[src/rtl/cadence_meas.sv]
// Cadence period meter: counts prescale ticks between filtered cadence rises,
// reports the last period, a 4-deep running average and a not-pedaling flag.
module cadence_meas #(
   parameter bit FAST_SIM = 1'b1
) (
   input  logic       clk,
   input  logic       rst,
   input  logic       cadence_rise,
   input  logic       en,
   output logic [7:0] cadence_per,
   output logic       per_vld,
   output logic [7:0] cadence_avg,
   output logic       not_pedaling
);

   typedef enum logic [1:0] {
      IDLE = 2'd0,
      ARM  = 2'd1,
      RUN  = 2'd2
   } state_t;

   state_t          state;
   state_t          state_nxt;
   logic [15:0]     prescaler;
   logic [7:0]      per_cnt;
   logic [3:0][7:0] hist;
   logic [9:0]      hist_sum;
   logic            rise_acc;
   logic            tick;
   logic            timeout;
   logic            capture;
   logic            load_all;
   logic            flush;

   // A rise only counts while enabled; en low always wins over a coincident rise.
   assign rise_acc = cadence_rise & en;
   assign tick     = FAST_SIM ? (&prescaler[7:0]) : (&prescaler);
   assign timeout  = tick & (&per_cnt);

   always_ff @(posedge clk or posedge rst) begin
      if (rst) begin
         prescaler <= '0;
      end else if (rise_acc) begin
         prescaler <= '0;
      end else begin
         prescaler <= prescaler + 16'd1;
      end
   end

   always_ff @(posedge clk or posedge rst) begin
      if (rst) begin
         per_cnt <= '0;
      end else if (rise_acc) begin
         per_cnt <= '0;
      end else if (tick && (per_cnt != 8'hFF)) begin
         per_cnt <= per_cnt + 8'd1;
      end
   end

   always_ff @(posedge clk or posedge rst) begin
      if (rst) begin
         state <= IDLE;
      end else begin
         state <= state_nxt;
      end
   end

   always_comb begin
      state_nxt = state;
      if (!en) begin
         state_nxt = IDLE;
      end else begin
         case (state)
            IDLE:    if (cadence_rise) state_nxt = ARM;
            ARM:     if (cadence_rise) state_nxt = RUN;
                     else if (timeout) state_nxt = IDLE;
            RUN:     if (cadence_rise) state_nxt = RUN;
                     else if (timeout) state_nxt = IDLE;
            default: state_nxt = IDLE;
         endcase
      end
   end

   // A rise beats a coincident timeout, so a saturated per_cnt is captured as FF.
   always_comb begin
      capture      = 1'b0;
      load_all     = 1'b0;
      flush        = 1'b0;
      not_pedaling = (state == IDLE);
      if (en) begin
         case (state)
            ARM: begin
               capture  = cadence_rise;
               load_all = cadence_rise;
            end
            RUN: begin
               capture = cadence_rise;
               flush   = ~cadence_rise & timeout;
            end
            default: ;
         endcase
      end
   end

   // per_vld is a bare one-cycle strobe with no back-pressure: it marks the cycle
   // in which cadence_per and cadence_avg first show a new capture.
   always_ff @(posedge clk or posedge rst) begin
      if (rst) begin
         cadence_per <= 8'hFF;
         hist        <= {4{8'hFF}};
         per_vld     <= 1'b0;
      end else begin
         per_vld <= capture;
         if (capture) begin
            cadence_per <= per_cnt;
            if (load_all) begin
               hist <= {4{per_cnt}};
            end else begin
               hist <= {hist[2:0], per_cnt};
            end
         end else if (flush) begin
            cadence_per <= 8'hFF;
            hist        <= {4{8'hFF}};
         end
      end
   end

   assign hist_sum    = {2'b00, hist[0]} + {2'b00, hist[1]} + {2'b00, hist[2]} + {2'b00, hist[3]};
   assign cadence_avg = hist_sum[9:2];

endmodule

[config.mk]
export PLATFORM = sky130hd
export DESIGN_NAME = cadence_meas
export DESIGN_NICKNAME = d
export VERILOG_FILES = /design/src/rtl/cadence_meas.sv
export SDC_FILE = /design/constraint.sdc
export NUM_CORES = 1
export LEC_CHECK = 0
export CORE_MARGIN = 5
export CORE_UTILIZATION = 65
export DETAILED_ROUTE_END_ITERATION = 10
export DONT_BUFFER_PORTS = 1
export PLACE_DENSITY = 0.83
export SLEW_MARGIN = 5
export SYNTH_ARGS = -nofsm -noshare
export SYNTH_HDL_FRONTEND = slang
export SYNTH_SLANG_ARGS = --single-unit
export TNS_END_PERCENT = 100
[constraint.sdc]
create_clock -name clk -period 5.4 [get_ports clk]
set_clock_uncertainty 0.15 [all_clocks]
set_input_delay 1.08 -clock clk [delete_from_list [all_inputs] [get_ports clk]]
set_output_delay 1.08 -clock clk [all_outputs]
set_load 0.02 [all_outputs]
==> tab_implementation.tex <==
\begin{tabular}{lr}
\hline
Metric & Value \\
\hline
\multicolumn{2}{l}{\textbf{Timing}} \\
\quad Transition at the pin with the smallest max-transition slack & 1020 ps \\
\quad Endpoints failing hold & 0 \\
\quad Maximum achievable frequency & 0.212 GHz \\
\quad Setup-violating endpoint count in the final report & 0 \\
\quad Final period demand of the worst path & 4720 ps \\
\quad Summed negative setup slack over all endpoints & 0 ps \\
\quad Unrepaired setup endpoints after global routing & false \\
\quad Relative slew margins & 31.7\% \\
\quad Final Max Slew Viols & 0 \\
\quad Post-route fraction of the period consumed by the critical path & 87.4\% \\
\multicolumn{2}{l}{\textbf{Floorplan}} \\
\quad Die extent in y & 81.0 um \\
\quad \# IOs & 22 \\
\quad Effective utilization at floorplan & between 60\% and 70\% \\
\quad Die area & $\sim$6600 sq um \\
\quad Width of the die & 81.0 um \\
\quad Number of standard-cell rows in the floorplan & 25 \\
\quad Core Box Area & 4820 sq um \\
\multicolumn{2}{l}{\textbf{Drt}} \\
\quad Average wire length per cell after detail routing & 15.0 um \\
\quad First-pass DRT Iterations & 4 \\
\quad Via count normalized by instance count & 5.93 \\
\quad Final routed DRC violation total & 0 \\
\quad Via Count & 2,389 \\
\quad Number of violations reported at the end of detailed-routing iteration 0 & 140 \\
\quad Overall routed net length & 6060 um \\
\quad Number of nets with antenna violations after routing & 0 \\
\multicolumn{2}{l}{\textbf{Layout}} \\
\quad Number of nets at the end of the flow & roughly 370 \\
\quad Area overhead of the layout relative to synthesis & 0.803\% \\
\quad N\_diodes & 0 \\
\quad Share of post-route cells with drive strength above 1 & between 10\% and 20\% \\
\multicolumn{2}{l}{\textbf{Yosys}} \\
\quad Area of the mapped netlist & about 3300 sq um \\
\quad Seq/Total Area, Yosys & 40.2\% \\
\quad Mux cell area share after synthesis & 0.344\% \\
\quad Largest family of logic cells by synthesized area & compound AO/OA/AOI/OAI gates \\
\quad Async SR Flop Fraction & 100\% \\
\quad Most frequently used flop master after synthesis & dfstp\_2 \\
\quad Fraction of the mapped netlist area in simple logic gates & 13.5\% \\
\quad Netlist cell types & 50 \\
\quad Synthesis warning total & 0 \\
\quad Fraction of post-synthesis cell area in the top cell type by area & 25.7\% \\
\quad Synthesized-area fraction occupied by adder cells & 14.7\% \\
\quad Biggest area contributors in the synthesized netlist & dfstp\_2, dfrtp\_1, fa\_1 \\
\quad Dominant cell by count in the synthesized netlist & inv\_1 \\
\quad Most frequent cells after synthesis & inv\_1, nor2\_1, dfstp\_2, a21oi\_1 \\
\quad Synth Area in Compound Gates & 18.5\% \\
\quad Average footprint of a synthesized cell & 9.36 sq um \\
\quad Post-Syn Nets & 383 \\
\quad Cells after Synth & 350 \\
\quad Xor and xnor area share after synthesis & 1.87\% \\
\quad Post-synth EDFFs & 0 \\
\quad Area leader, netlist & dfstp\_2 \\
\quad \#FFs+latches synth & just over 50 \\
\multicolumn{2}{l}{\textbf{Setup path}} \\
\quad Max FO, Critical Path & 4 \\
\quad Crit-path leading delay family & adder cells \\
\quad Count of buffering cells on the critical path with inverters included & 2 \\
\quad Critical-path cell list & inv\_1 -> fa\_1 -> fa\_1 -> inv\_1 -> ha\_1 -> nor2b\_1 -> o31a\_1 -> o31a\_1 -> a21oi\_1 \\
\quad Startpoint type of the worst setup path & flop \\
\quad CP endpoint kind & output pin \\
\quad Category of the most critical setup path & flop to output pin \\
\quad Crit-path slowest cell & dfstp\_2 \\
\quad Worst endpoint required time & 4170 ps \\
\quad Critical Path AT & 3490 ps \\
\quad Worst path max stage delay & 620 ps \\
\multicolumn{2}{l}{\textbf{Global route}} \\
\quad First-pass GRT wire length & between 10,000 and 15,000 um \\
\quad Overall Global Routing Usage & 20.4\% \\
\quad Via count of the first global-routing pass & about 2,300 \\
\quad Pin count of the biggest net entering global routing & 52 \\
\quad Final global-route overflow total & 0 \\
\quad Initial antenna violation count & 0 \\
\multicolumn{2}{l}{\textbf{Clocking}} \\
\quad CTS root buf & clkbuf\_8 \\
\quad Total CTS buffers & 5 \\
\quad Clock H-tree levels & 2 \\
\quad Clock slew at reported path FFs & 90 ps \\
\quad Number of setup buffers added after CTS & 0 \\
\quad CTS tree & done \\
\quad Hold buffer count at CTS & 0 \\
\quad Clk Latency, worst-skew pair & between 300 and 400 ps \\
\quad Sink Count & 51 \\
\quad Count of instances resized after the clock tree is built & 0 \\
\quad Number of buffers on the longest clock path & 2 \\
\multicolumn{2}{l}{\textbf{Place}} \\
\quad Total half-perimeter wirelength after legalization and detailed placement & between 4000 and 5000 um \\
\quad Port Buffer Count & 0 \\
\quad Placer Congestion & roughly 0.86 \\
\multicolumn{2}{l}{\textbf{Run status}} \\
\quad Outcome & finished clean \\
\multicolumn{2}{l}{\textbf{Flow run}} \\
\quad Number of max-capacitance violations reported & 0 \\
\multicolumn{2}{l}{\textbf{Hold path}} \\
\quad Worst Hold Class & flop to flop \\
\hline
\end{tabular}
## layout make-up
class	instances	area, sq um
Fill cell	398	1520
Sequential cell	51	1320
Multi-Input combinational cell	226	1600
Clock buffer	8	100
Tap cell	67	83.8
Inverter	49	184
Timing Repair Buffer	2	15.0
## flip-flops by register name (all words and copies together) (netlist names)
| register | count |
|---|---|
| hist | 24 |
| prescaler | 8 |
| state | 2 |
| per_vld | 1 |
| per_cnt | 8 |
| cadence_per | 8 |
## placed cells by master (no fill, tap or decap), types with 3 or more instances in the layout
cell type / instances
o21ai_0: 10
a31oi_1: 28
fa_1: 16
and2_1: 3
or3_2: 3
nand2_1: 28
dfstp_2: 32
xnor2_1: 5
o31a_1: 3
nand2b_1: 3
nor2_1: 34
a2bb2oi_1: 4
nand3_1: 7
ha_1: 13
inv_1: 47
dfrtp_1: 19
o21a_1: 3
a21oi_1: 31
clkbuf_8: 7
## per-stage QoR
| step | std cells | cell area [sq um] | hold slack (ps) | setup WS [ps] | util [%] |
|---|---|---|---|---|---|
| finish | 403 | 3300 | 346 | 678 | 68.5 |
| global route | 403 | 3300 | 378 | 558 | 68.5 |
| CTS | 403 | 3300 | 349 | 662 | 68.5 |
| detailed placement | 395 | 3200 | 337 | 1010 | 66.4 |
| global placement | 395 | 3200 | 325 | 1060 | 66.4 |
| floorplan | 350 | 3270 | 305 | 1020 | - |
## routing by layer
| metal | GRT usage, % | part of all wire, % | wire [um] |
|---|---|---|---|
| met5 | 0 | 0 | 0 |
| met2 | 34.0 | 48 | 2920 |
| met3 | 4.77 | 4.7 | 287 |
| met1 | 26.5 | 46 | 2780 |
| met4 | 6.42 | 1.1 | 68 |
## final timing paths
| path | from | end | slack (ps) | cells past startpoint |
|---|---|---|---|---|
| max | cadence_per[3]$_DFFE_PP1P_ | cadence_avg[5] | 680 | 9 |
| min | prescaler[0]$_DFF_PP0_ | prescaler[0]$_DFF_PP0_ | 350 | 1 |
| max reg2reg | state[0]$_DFFE_PP0P_ | hist[13]$_DFFE_PP1P_ | 2810 | 8 |
| min reg2reg | prescaler[0]$_DFF_PP0_ | prescaler[0]$_DFF_PP0_ | 350 | 1 |
| max in group asynchronous | rst | per_cnt[1]$_DFFE_PP0P_ | 3730 | 1 |
| min in group asynchronous | rst | per_cnt[2]$_DFFE_PP0P_ | 750 | 1 |
## cell families (layout without fill, tap and decap cells)
kind of cell	Yosys count	after routing
buf+inv	73	59
flops	51	51
mux	1	1
fa+ha+maj	29	29
compound gates	95	95
simple gates	94	94
xor+xnor	7	7
Power is left out: the tool's default activity adds up to more than one toggle a clock period on the data nets, which glitch-free logic cannot reach.
